### src/rtl/tiny16_mem_arb.sv
// Single-port memory arbiter for tiny16: loader, load/store and fetch share one
// synchronous 16-bit memory. Define TINY16_ARB_RR_EN for round-robin between load/store and fetch.
module tiny16_mem_arb #(
  parameter int ADDR_W     = 8,
  parameter int STARVE_MAX = 4
) (
  input  logic              CLK,
  input  logic              RST,
  input  logic              if_req,
  input  logic [ADDR_W-1:0] if_addr,
  output logic              if_gnt,
  output logic              if_rvalid,
  input  logic              ls_req,
  input  logic              ls_we,
  input  logic [ADDR_W-1:0] ls_addr,
  input  logic [15:0]       ls_wdata,
  output logic              ls_gnt,
  output logic              ls_rvalid,
  input  logic              ld_req,
  input  logic              ld_lock,
  input  logic [ADDR_W-1:0] ld_addr,
  input  logic [15:0]       ld_wdata,
  output logic              ld_gnt,
  output logic [15:0]       rdata,
  output logic [ADDR_W-1:0] mem_addr,
  output logic              mem_we,
  output logic [15:0]       mem_wdata,
  input  logic [15:0]       mem_rdata
);

  typedef enum logic [1:0] {
    TAG_NONE = 2'd0,
    TAG_IF   = 2'd1,
    TAG_LS   = 2'd2
  } tag_e;

  localparam logic [3:0] STARVE_LIM = 4'(STARVE_MAX);

  logic [3:0]        starve_q, starve_d;
  logic              locked_q, locked_d;
  tag_e              tag_q, tag_d;
  logic [ADDR_W-1:0] mem_addr_q, mem_addr_d;
  logic [15:0]       mem_wdata_q, mem_wdata_d;
  logic              lock_active;
  logic              fetch_starved;

  // A lock only holds off other requesters while the loader keeps ld_lock high.
  assign lock_active   = locked_q && ld_lock;
  assign fetch_starved = if_req && (starve_q >= STARVE_LIM);

`ifdef TINY16_ARB_RR_EN
  logic rr_last_if_q, rr_last_if_d;
`endif

  always_comb begin
    if_gnt = 1'b0;
    ls_gnt = 1'b0;
    ld_gnt = 1'b0;
    if (RST) begin
      if_gnt = 1'b0;
    end else if (lock_active) begin
      ld_gnt = ld_req;
    end else if (fetch_starved) begin
      if_gnt = 1'b1;
    end else if (ld_req) begin
      ld_gnt = 1'b1;
`ifdef TINY16_ARB_RR_EN
    end else if (ls_req && if_req) begin
      ls_gnt = rr_last_if_q;
      if_gnt = !rr_last_if_q;
`endif
    end else if (ls_req) begin
      ls_gnt = 1'b1;
    end else if (if_req) begin
      if_gnt = 1'b1;
    end
  end

  // Memory command follows the winner; address and write data hold when idle.
  always_comb begin
    mem_addr_d  = mem_addr_q;
    mem_wdata_d = mem_wdata_q;
    if (ld_gnt) begin
      mem_addr_d  = ld_addr;
      mem_wdata_d = ld_wdata;
    end else if (ls_gnt) begin
      mem_addr_d  = ls_addr;
      mem_wdata_d = ls_wdata;
    end else if (if_gnt) begin
      mem_addr_d  = if_addr;
    end
  end

  assign mem_addr  = mem_addr_d;
  assign mem_wdata = mem_wdata_d;
  assign mem_we    = ld_gnt || (ls_gnt && ls_we);

  always_comb begin
    starve_d = 4'd0;
    if (if_req && !if_gnt) begin
      starve_d = (starve_q == 4'hF) ? starve_q : starve_q + 4'd1;
    end

    locked_d = locked_q;
    if (!ld_lock) begin
      locked_d = 1'b0;
    end else if (ld_gnt) begin
      locked_d = 1'b1;
    end

    tag_d = TAG_NONE;
    if (if_gnt) begin
      tag_d = TAG_IF;
    end else if (ls_gnt && !ls_we) begin
      tag_d = TAG_LS;
    end
  end

`ifdef TINY16_ARB_RR_EN
  always_comb begin
    rr_last_if_d = rr_last_if_q;
    if (if_gnt) begin
      rr_last_if_d = 1'b1;
    end else if (ls_gnt) begin
      rr_last_if_d = 1'b0;
    end
  end

  always_ff @(posedge CLK) begin
    if (RST) begin
      rr_last_if_q <= 1'b1;
    end else begin
      rr_last_if_q <= rr_last_if_d;
    end
  end
`endif

  always_ff @(posedge CLK) begin
    if (RST) begin
      starve_q    <= 4'd0;
      locked_q    <= 1'b0;
      tag_q       <= TAG_NONE;
      mem_addr_q  <= '0;
      mem_wdata_q <= '0;
    end else begin
      starve_q    <= starve_d;
      locked_q    <= locked_d;
      tag_q       <= tag_d;
      mem_addr_q  <= mem_addr_d;
      mem_wdata_q <= mem_wdata_d;
    end
  end

  // Gating with RST drops the return of a read caught by a mid-run reset.
  assign if_rvalid = !RST && (tag_q == TAG_IF);
  assign ls_rvalid = !RST && (tag_q == TAG_LS);
  assign rdata     = (!RST && (tag_q != TAG_NONE)) ? mem_rdata : 16'h0000;

endmodule

### config.mk
export PLATFORM = sky130hd
export DESIGN_NAME = tiny16_mem_arb
export DESIGN_NICKNAME = d
export VERILOG_FILES = /design/src/rtl/tiny16_mem_arb.sv
export SDC_FILE = /design/constraint.sdc
export NUM_CORES = 1
export LEC_CHECK = 0
export ABC_CLOCK_PERIOD_IN_PS = 1850
export BUFFER_PORTS_ARGS = -buffer_cell sky130_fd_sc_hd__clkbuf_2
export CAP_MARGIN = 30
export CORE_MARGIN = 2
export CORE_UTILIZATION = 39
export DETAILED_ROUTE_END_ITERATION = 12
export GPL_TIMING_DRIVEN = 0
export MAX_ROUTING_LAYER = met4
export PLACE_DENSITY = 0.75
export SYNTH_ARGS = -nofsm -noshare
export SYNTH_HDL_FRONTEND = slang
export SYNTH_SLANG_ARGS = --single-unit
### constraint.sdc
create_clock -name CLK -period 1.85 [get_ports CLK]
set_clock_uncertainty 0.2 [all_clocks]
set_input_delay 0.2775 -clock CLK [delete_from_list [all_inputs] [get_ports CLK]]
set_output_delay 0.2775 -clock CLK [all_outputs]
set_load 0.005 [all_outputs]
Yosys cells after proc, flatten, opt, wreduce, memory -nomap -nowiden
Index checks and enable logic that the tools add are counted.
{ "totals": {"word_cells": 52, "in_bits": 79, "out_inout_bits": 46, "register_bits": 31} }
{ "op_classes": {"bitwise": 2, "n_mux": 23, "n_addsub": 1, "reduce_logical": 16, "eq_ne": 3, "magnitude_cmp": 1} }
{ "op_table": {"columns": ["operator", "count"], "rows": [
  ["2-to-1 mux 16 bit", 3],
  ["2-to-1 mux 8 bit", 3],
  ["2-to-1 mux 1 bit", 16],
  ["logical AND 1 bit", 8],
  ["OR reduction 2 bit", 3],
  ["adder 4 x 1 -> 4 bit, second input constant", 1],
  ["== test 4 bit, second input constant", 1],
  [">= comparator 4 x 3 -> 1 bit, second input constant", 1],
  ["logical NOT 1 bit", 3],
  ["== test 2 x 1 -> 1 bit, second input constant", 1],
  ["== test 2 bit, second input constant", 1],
  ["2-to-1 mux 2 bit", 1],
  ["NOT 1 bit", 2],
  ["nonzero test 2 bit", 1],
  ["logical OR 1 bit", 1]
]} }

Depth between registers and ports, before layout
Gate-level depths: netlist of the first run.
{ "logic_depth": {"ltp_word": 10, "depth_mapped": 7, "mapped_depth_nobuf": 5} }

Worst setup path before layout of the first run
Ideal clock, no wire load.
{ "synth_timing": {"path_kind": "reg2out", "startpoint": "reg starve_q[2]", "endpoint": "out mem_wdata[0]", "stages_incl_launch_ff": 8, "path_buffers": 3, "setup_slack_ps": -143, "t_arrival_ps": 1515, "required_time_ps": 1372, "cell_sequence": "dfxtp_1 > buf_6 > o21a_4 > nor4_4 > buf_6 > buf_12 > mux2i_1 > a21oi_1"} }
{ "synth_via": {"elab_chain_len": 7, "elab_cells_between_ends": 10, "cone_classes": "order compare: 1; mux: 8; reduce/logical: 1"} }
{ "synth_rtl": {"columns": ["item", "line", "source"], "rows": [
  ["start: declaration", "39", "logic [3:0] starve_q, starve_d;"],
  ["start signal: assignment", "146", "starve_q <= starve_d;"],
  [">= comparator 4 x 3 -> 1 bit (*)", "49", "assign fetch_starved = if_req && (starve_q >= STARVE_LIM);"],
  ["logical AND 1 bit (*)", "49", null],
  ["2-to-1 mux 1 bit", "63", "end else if (fetch_starved) begin"],
  ["2-to-1 mux 1 bit", "61", "end else if (lock_active) begin"],
  ["2-to-1 mux 1 bit", "59", "if (RST) begin"],
  ["2-to-1 mux 16 bit", "86", "end else if (ls_gnt) begin"],
  ["2-to-1 mux 16 bit (*)", "83", "if (ld_gnt) begin"],
  ["end: declaration", "27", "output logic [15:0] mem_wdata,"]
]} }
Every way passes the cells marked *; elsewhere a longest branch is shown, timed or not.

Worst setup path in the final report of the first run
{ "layout_timing": {"startpoint": "reg starve_q[3]", "endpoint": "out mem_addr[4]"} }
{ "layout_via": {"elab_chain_len": 8, "elab_cells_between_ends": 14, "cone_classes": "order compare: 1; mux: 12; reduce/logical: 1"} }
{ "layout_rtl": {"columns": ["item", "line", "source"], "rows": [
  [">= comparator 4 x 3 -> 1 bit (*)", "49", null],
  ["logical AND 1 bit (*)", "49", null],
  ["2-to-1 mux 1 bit", "63", null],
  ["2-to-1 mux 1 bit", "61", null],
  ["2-to-1 mux 1 bit", "59", null],
  ["2-to-1 mux 8 bit", "89", "end else if (if_gnt) begin"],
  ["2-to-1 mux 8 bit", "86", null],
  ["2-to-1 mux 8 bit (*)", "83", null],
  ["end: declaration", "25", "output logic [ADDR_W-1:0] mem_addr,"]
]} }
Marks and branches as above.

==> metrics.yaml, run 1 <==
hold_class: "in -> reg"
viasPerCell: 5.29
cts-root-buf: "clkbuf_8"
setup_viol_count_final: 36
outcome: "finished, violations left"
diodes: 0
min_to: "locked_q"
power_uw: 2120
dieArea_mm2: 0.00583
final_util_pct: 70.2
path_class: "reg -> out"
timing_hold_violations_final: 0
tightestPinTransition_ns: 0.583
cts_tree: "done"
core_mm2: 0.00507
synth_top_family_by_area: "compound AO/OA/AOI/OAI gates"
grt_overflow: 0
netlist_instances: 245
fmax_mhz: 419
rr_worst_depth: 9
dp_hpwl_um: 4740
grt_pass1_vias: 2499
drt_iter0_markers: 138
syn_area_mm2: 0.00204
cp.arrival_ns: 1.91
syn_to_final_growth_pct: 74.5
synth_seq_area_share_pct: 30.4
r2r_start: "starve_q[2]"
synth_area_leader_cell: "dfxtp_1"
endpoint_kind: "output pin"
max_cap_violations: 0
min_from: "ld_lock"
die_h_um: 76.3
synth_xor_area_share_pct: 0.429
crit_chain: "o311ai_2, buf_4, buf_4, mux2i_1, a22oi_1, buf_2"
dr.pass1.iters: 4
max_slew_margin_pct: 61.1
drive_gt1_share_pct: 62.4
power_density_mw_per_mm2: 595
grt_pass1_wl_um: 11700
cpPeakStageDelay_ns: 0.37
synth_edf_count: 0
r2r-end: "mem_wdata_q[8]"
antenna_left: 0
n_fill_cell: 402
synthSimpleGateAreaFrac_pct: 17.6
slew_viol_final: 0
leakage_uw: 0.00165
clk_latency_ns: 0.28
startpoint_type: "flip-flop"
cts.clk_slew.worst_paths_ns: 0.07
grt_usage_pct: 25.1
synth_compound_area_share_pct: 31.8
yosys_register_bits: 31
synth_top_area_share_pct: 30.4
irDropWorstVdd_mv: 0.478
synth_fa_ha_area_share_pct: 0.613
yosysWarnings: 0
period_share_pct: 129
htree_levels: 2
synthMuxAreaShare_pct: 12.3
synth_flop_cell: "dfxtp_1"
start_util_pct: 40.2
avgSynthCellArea_um2: 8.33
core.rowCount: 26
cts_buffers: 5
io_buffers: 124
cpMaxStageDelayCell: "dfxtp_4"
fin_ws_ns: -0.535
worst-path-max-fanout: 5
rrSetupSlack_ns: -0.16
clock-sinks: 31
drc: 0
syn_nets: 325
totalWireLength_um: 7620
antenna_found_initial: 0
period_needed_ns: 2.38
die_w_um: 76.3
cts_max_path_buffers: 2
worst_ep_required_time_ns: 1.37
synth.area.top_cells: "dfxtp_1, mux2i_1, a21oi_1"
gp_congestion: 0.749
wire_per_inst_um: 15.7
async_flop_share_pct: 0
finalNetCount: 494
rsz0062_at_grt: "yes"
failed_checks: "negative setup slack"
grt_max_degree: 11
num_vias: 2568
critPathMostFrequentCell: "buf_4"
synth_cell_types: 37
io_pins: 125
min_path_cells: 2
==> cell families (layout without fill, tap and decap cells) <==
group | after synthesis | count (layout)
xor+xnor | 1 | 1
fa+ha+maj | 1 | 1
mux | 25 | 25
simple gates | 73 | 73
compound gates | 90 | 90
buf+inv | 24 | 194
flops | 31 | 31
==> registers in the layout, summed over array words and instances (netlist names) <==
name         count
starve_q         4
locked_q         1
mem_wdata_q     16
mem_addr_q       8
tag_q            2
==> layer usage <==
metal	track usage [%]	share of wire, %	vias to the layer above
li1	-	-	1233
met1	30.6	42	1196
met2	42.7	50	117
met3	4.62	6.2	22
met4	6.55	1.6	0
met5	-	0	-
==> stage by stage <==
step           area [µm²]  TNS (ns)  setup slack, ns  std cells  hold slack, ns
6_report             3560    -11.90           -0.535        485          0.0335
4_1_cts              3410    -11.98           -0.475        480          0.0289
5_1_grt              3560    -14.96           -0.580        485          0.0286
3_5_place_dp         2750    -15.32           -0.481        439           0.274
3_3_place_gp         2750    -13.87           -0.474        439           0.261
2_1_floorplan        2050     -2.28           -0.143        245           0.154
==> cells in the final DEF (no fill, tap or decap), types with 8 or more instances in the layout <==
| cell | instances |
|---|---|
| dfxtp_1 | 29 |
| nor2_1 | 29 |
| a211oi_2 | 10 |
| mux2i_2 | 8 |
| buf_2 | 12 |
| and2_1 | 16 |
| a21oi_2 | 16 |
| a21oi_1 | 24 |
| clkbuf_2 | 116 |
| mux2i_4 | 10 |
| a22oi_1 | 8 |
| buf_4 | 29 |
| nor2_2 | 9 |
| o21ai_0 | 8 |
| buf_6 | 12 |
==> Yosys cell counts, types with 2 or more instances <==
library cell / instances
a211oi_1: 7
a211oi_2: 10
a21oi_1: 33
a21oi_2: 7
a22oi_1: 8
and2_1: 17
buf_2: 6
buf_6: 3
clkbuf_1: 8
clkinv_1: 2
dfxtp_1: 31
inv_1: 2
mux2i_1: 25
nand2_1: 5
nand3_1: 2
nor2_1: 40
nor3_1: 2
nor3b_1: 2
o21ai_0: 10
o221ai_1: 8
==> what timing repair did <==
| item | 4_1_cts | 5_1_grt |
|---|---|---|
| buffers inserted | 31 | 13 |
| gates resized for setup | 69 | 49 |
| gates cloned | 3 | 1 |
| setup endpoints to repair | 70 | 56 |
| hold endpoints to repair | 1 | 0 |
| pin swaps | 15 | 10 |
| hold buffers | 1 | 0 |
==> worst max-delay path, delay by kind of cell, from the launching register on <==
| family | cells | cell delay (ns) |
|---|---|---|
| buffers and inverters | 3 | 0.53 |
| AO/OA/AOI/OAI | 2 | 0.47 |
| flip-flops | 1 | 0.37 |
| multiplexers | 1 | 0.25 |
==> final cells by class <==
type	count	area, µm²	share of cell area [%]
Multi-Input combinational cell	190	1570	44.2
Timing Repair Buffer	163	962	27.0
Sequential cell	31	628	17.6
Buffer	18	173	4.85
Tap cell	70	87.6	2.46
Clock buffer	6	82.6	2.32
Clock inverter	2	35.0	0.984
Inverter	4	16.3	0.457
Timing Repair inverter	1	3.75	0.105
==> worst max-delay path by stage <==
| stage | endpoint | slack, ns | cells after the start | startpoint |
|---|---|---|---|---|
| floorplan | mem_wdata[0] | -0.14 | 7 | starve_q[2] |
| global placement | mem_addr[1] | -0.47 | 6 | starve_q[3] |
| detailed placement | mem_addr[2] | -0.48 | 6 | starve_q[3] |
| CTS | mem_wdata[8] | -0.47 | 8 | starve_q[2] |
| global route | mem_wdata[8] | -0.58 | 8 | starve_q[2] |
| finish | mem_addr[4] | -0.53 | 6 | starve_q[3] |
==> power breakdown <==
group | switching [µW] | internal, µW
Combinational | 322 | 361
Clock | 265 | 436
Sequential | 24.0 | 710
Note: power is estimated with default switching activity, not from simulation.
==> run 2, diff against run 1 <==
==> config.mk (replaced) <==
export PLATFORM = sky130hd
export DESIGN_NAME = tiny16_mem_arb
export DESIGN_NICKNAME = d
export VERILOG_FILES = /design/src/rtl/tiny16_mem_arb.sv
export SDC_FILE = /design/constraint.sdc
export NUM_CORES = 1
export LEC_CHECK = 0
export ABC_AREA = 0
export ABC_CLOCK_PERIOD_IN_PS = 2200
export BUFFER_PORTS_ARGS = -buffer_cell sky130_fd_sc_hd__clkbuf_2
export CAP_MARGIN = 30
export CORE_MARGIN = 2
export CORE_UTILIZATION = 40
export DETAILED_ROUTE_END_ITERATION = 12
export GPL_TIMING_DRIVEN = 0
export MAX_ROUTING_LAYER = met4
export PLACE_DENSITY = 0.87
export SYNTH_ARGS = -nofsm -noshare
export SYNTH_HDL_FRONTEND = slang
export SYNTH_SLANG_ARGS = --single-unit
==> constraint.sdc (replaced) <==
create_clock -name CLK -period 2.2 [get_ports CLK]
set_clock_uncertainty 0.2 [all_clocks]
set_input_delay 0.33 -clock CLK [delete_from_list [all_inputs] [get_ports CLK]]
set_output_delay 0.33 -clock CLK [all_outputs]
set_load 0.005 [all_outputs]
==> metrics.yaml, run 2 (synthesis gave the netlist of run 1 again) <==
path_depth: 8
cts.clk_slew.worst_paths_ns: 0.07
critPathMostFrequentCell: "buf_6"
startpoint_type: "flip-flop"
cpMaxStageDelayCell: "dfxtp_4"
hold_buffers: 0
power_density_mw_per_mm2: 518
irDropWorstVdd_mv: 0.417
wire_per_inst_um: 16.0
dp_hpwl_um: 4700
diodes: 0
placed_cells: 436
core_mm2: 0.00482
grt_pass1_wl_um: 10700
placed_area_mm2: 0.00275
mostFrequentLayoutCells: "clkbuf_2, nor2_1, buf_4"
setup_viol_count_final: 24
fin_cells: 476
htree_levels: 2
grt_usage_pct: 25.2
start_util_pct: 42.4
drt_iter0_markers: 129
slew_viol_final: 0
cts_tree: "done"
worst-path-max-fanout: 5
dr.pass1.iters: 4
drive_gt1_share_pct: 57.9
max_slew_margin_pct: 61.2
fin_ws_ns: -0.209
failed_checks: "negative setup slack"
die_h_um: 75.4
dieArea_mm2: 0.00569
cts-root-buf: "clkbuf_8"
viasPerCell: 5.35
gp_congestion: 0.776
die_w_um: 75.4
period_needed_ns: 2.41
core.rowCount: 25
clk_latency_ns: 0.28
io_buffers: 124
antenna_left: 0
layout_commonest_cell: "clkbuf_2"
worst_ep_required_time_ns: 1.67
grt_max_degree: 20
path_class: "reg -> out"
cts_max_path_buffers: 2
rsz0062_at_grt: "yes"
fmax_mhz: 415
crit_chain: "o21a_4, nor4_4, buf_6, buf_6, buf_12, mux2i_4, a21oi_2, clkbuf_2"
cp_top_family: "buffers and inverters"
cts_buffers: 5
totalWireLength_um: 7620
finalNetCount: 488
num_vias: 2548
drc: 0
largest_reg_flops: 16
design_area_mm2: 0.00340
fin_hold_ws_ns: 0.0171
rr_worst_depth: 9
antenna_found_initial: 0
largest-register: "mem_wdata_q"
period_share_pct: 110
io_pins: 125
reg.largest.list: "mem_wdata_q (16), mem_addr_q (8), starve_q (4)"
clock-sinks: 31
leakage_uw: 0.00159
cp.arrival_ns: 1.88
grt_overflow: 0
endpoint_kind: "output pin"
timing_hold_violations_final: 0
min_path_cells: 2
final_util_pct: 70.6
cp_num_buf_inv: 4
syn_to_final_growth_pct: 66.6
power_uw: 1760
hold_class: "in -> reg"
max_cap_violations: 0
outcome: "finished, violations left"
tightestPinTransition_ns: 0.582
cpPeakStageDelay_ns: 0.36
grt_pass1_vias: 2427
==> run 2: changes by cell type in the layout (fill, tap and decap cells not counted), sizes merged <==
cell         delta
buf            -10
clkbuf          +6
clkinv          -1
dlygate4sd3     -1
==> run 2: through the flow <==
step	setup TNS, ns	setup slack [ns]
floorplan	0	0.155
global placement	-3.10	-0.178
detailed placement	-3.55	-0.190
CTS	-3.75	-0.204
global route	-5.37	-0.275
finish	-3.61	-0.209
==> run 2: worst register-to-register path, delay by kind of cell, from the launching register on <==
kind                   cells  cell delay [ns]
buffers and inverters      5             0.65
flip-flops                 1             0.36
AO/OA/AOI/OAI              2             0.30
multiplexers               1             0.25
AND/OR/NAND/NOR            1             0.14
==> run 2: where the power goes <==
part	leakage (µW)	internal (µW)	switching [µW]	total, µW
Sequential	0.000258	597	22.5	619
Clock	0.0000612	367	227	594
Combinational	0.00127	288	260	548
Total	0.00159	1250	509	1760
==> run 2: area by class of cell <==
type / count / area, µm²
clock inverters: 2 / 35.0
repair buffers: 158 / 890
clock buffers: 6 / 82.6
inverters: 4 / 17.5
flip-flops and latches: 31 / 628
fillers: 379 / 1420
well taps: 67 / 83.8
multi-input cells: 190 / 1520
plain buffers: 18 / 148
==> run 2: path summary, 6_finish.rpt <==
check,slack [ns],end,from
worst max-delay path,-0.21,mem_wdata[1],starve_q[2]
worst min-delay path,0.02,tag_q[1],ls_we
worst max register to register,0.16,mem_wdata_q[8],starve_q[2]
worst min register to register,0.34,locked_q,locked_q
==> run 2: timing repair <==
item,4_1_cts,5_1_grt
buffers inserted,23,9
setup endpoints to repair,28,36
cloned,2,1
pin swaps,10,4
endpoints found under the hold margin,0,0
resized for setup,54,31
==> run 2: routing by layer <==
metal / part of all wire [%] / GRT usage, % / routed length, µm
met5: 0 / - / 0
met4: 0.95 / 5.65 / 72
met3: 6.1 / 3.84 / 467
met2: 53 / 47.9 / 4050
met1: 40 / 27.2 / 3020
==> run 3, diff against run 2 <==
--- a/config.mk
+++ b/config.mk
@@ -9,7 +9,7 @@
 export ABC_CLOCK_PERIOD_IN_PS = 2200
 export BUFFER_PORTS_ARGS = -buffer_cell sky130_fd_sc_hd__clkbuf_2
 export CAP_MARGIN = 30
-export CORE_MARGIN = 2
+export CORE_MARGIN = 5
 export CORE_UTILIZATION = 40
 export DETAILED_ROUTE_END_ITERATION = 12
 export GPL_TIMING_DRIVEN = 0
==> metrics.yaml, run 3 (synthesis gave the netlist of run 1 again) <==
fin_ws_ns: -0.194
hold_buffers: 0
use_met3_pct: 4.61
cpPeakStageDelay_ns: 0.39
startpoint_type: "flip-flop"
antenna_left: 0
cts_buffers: 5
core.rowCount: 26
intPower_uw: 1100
irDropWorstVdd_mv: 0.258
largest-register: "mem_wdata_q"
grt_pass1_vias: 2400
final_util_pct: 67.6
fmax_mhz: 418
layout_commonest_cell: "clkbuf_2"
die_w_um: 81.4
cts_max_path_buffers: 2
top_usage_layer: "met2"
grt_overflow: 0
path_class: "reg -> out"
use_met2_pct: 37.1
outcome: "finished, violations left"
viasPerCell: 5.24
worst-path-max-fanout: 10
dieArea_mm2: 0.00663
io_buffers: 124
reg.largest.list: "mem_wdata_q (16), mem_addr_q (8), starve_q (4)"
p_sw_share_pct: 29.9
cts-root-buf: "clkbuf_8"
slew_viol_final: 0
max_slew_margin_pct: 61.7
syn_to_final_growth_pct: 67.1
p_sw_uw: 469
pwr-share-clk_pct: 25.2
antenna_found_initial: 0
drive_gt1_share_pct: 58.1
setup.worst_path.start: "starve_q[2]"
finalNetCount: 484
cpMaxStageDelayCell: "or3_1"
clk_latency_ns: 0.27
crit_chain: "o21a_4, or3_1, buf_6, buf_6, o21ai_2, a22oi_1, clkbuf_2"
io_pins: 125
setup_viol_count_final: 24
htree_levels: 2
totalWireLength_um: 7400
p_seq_share_pct: 39.6
core_mm2: 0.00504
grt_max_degree: 11
num_vias: 2477
grt_use_met1_pct: 26.4
largest_reg_flops: 16
tightestPinTransition_ns: 0.575
r2r_start: "starve_q[2]"
cp.arrival_ns: 1.86
start_util_pct: 40.5
period_share_pct: 109
n_fill_cell: 396
clock-sinks: 31
dp_hpwl_um: 5010
hold_class: "in -> reg"
cts_tree: "done"
fin_setup_tns_ns: -3.55
dpl_worst_slack_ns: -0.222
worst_ep_required_time_ns: 1.67
critPathMostFrequentCell: "buf_6"
wire_per_inst_um: 15.6
power_frac_comb_pct: 35.2
diodes: 0
timing_hold_violations_final: 0
cts.clk_slew.worst_paths_ns: 0.06
leakage_uw: 0.00157
mostFrequentLayoutCells: "clkbuf_2, nor2_1, dfxtp_1"
grt_usage_pct: 22.0
power_density_mw_per_mm2: 460
period_needed_ns: 2.39
endpoint_kind: "output pin"
rsz0062_at_grt: "yes"
max_cap_violations: 0
min_from: "ls_we"
drt_iter0_markers: 103
dr.pass1.iters: 4
drc: 0
failed_checks: "negative setup slack"
gp_congestion: 0.741
grt_pass1_wl_um: 11000
die_h_um: 81.4
## run 3: cell types whose count changed in the layout (fill, tap and decap cells not counted), moves of 2 or more
cell	before	now
clkbuf_1	3	5
mux2i_4	13	15
buf_12	2	5
a21oi_2	13	21
mux2i_2	6	4
a21oi_1	27	19
o21ai_1	1	3
clkbuf_4	1	4
buf_4	36	27
## run 3: what timing repair did
item,CTS,global route
buffers inserted,23,6
pin swaps,20,2
endpoints found under the setup margin,28,35
resized for setup,60,26
cloned,1,0
## run 3: path summary, 6_finish.rpt
| check | to | slack (ns) | cells after the start |
|---|---|---|---|
| worst max-delay path | mem_addr[6] | -0.19 | 7 |
| worst min-delay path | tag_q[1] | 0.03 | 2 |
| worst max register to register | mem_wdata_q[10] | 0.22 | 9 |
| worst min register to register | starve_q[3] | 0.28 | 1 |
## run 3: layout make-up
class                      count  area (µm²)  share of cell area, %
multi-input combinational    190        1560                   45.7
timing repair buffer         153         888                   26.0
sequential                    31         628                   18.4
buffer                        19         158                   4.62
tap                           70        87.6                   2.57
clock buffer                   6        72.6                   2.13
inverter                       4        16.3                  0.477
## run 3: layer usage
| layer | vias to the layer above | part of all wire (%) |
|---|---|---|
| met5 | - | 0 |
| met4 | 0 | 0.72 |
| met3 | 8 | 6.0 |
| met2 | 102 | 52 |
| met1 | 1158 | 41 |
| li1 | 1209 | - |
## run 3: metrics by stage
stage / instance area, µm² / power (µW) / hold WS, ns / instances
finish: 3410 / 1570 / 0.0311 / 473
global route: 3410 / 1660 / 0.0166 / 473
CTS: 3290 / 1540 / 0.0182 / 468
detailed placement: 2750 / 1020 / 0.299 / 439
global placement: 2750 / 1010 / 0.294 / 439
floorplan: 2040 / 841 / 0.207 / 245
## run 3: worst max-delay path: cells and delay by family, from the launching register on
kind,cells,cell delay (ns)
buffers and inverters,3,0.42
DFF,1,0.36
and+or+nand+nor,1,0.39
AOI/OAI and AO/OA,3,0.42
## run 3: power groups by stage
stage / clock [µW] / combinational (µW) / sequential (µW)
global placement: 0 / 393 / 621
finish: 396 / 553 / 621
detailed placement: 0 / 401 / 623
floorplan: 0 / 221 / 620
global route: 443 / 597 / 624
CTS: 412 / 511 / 620
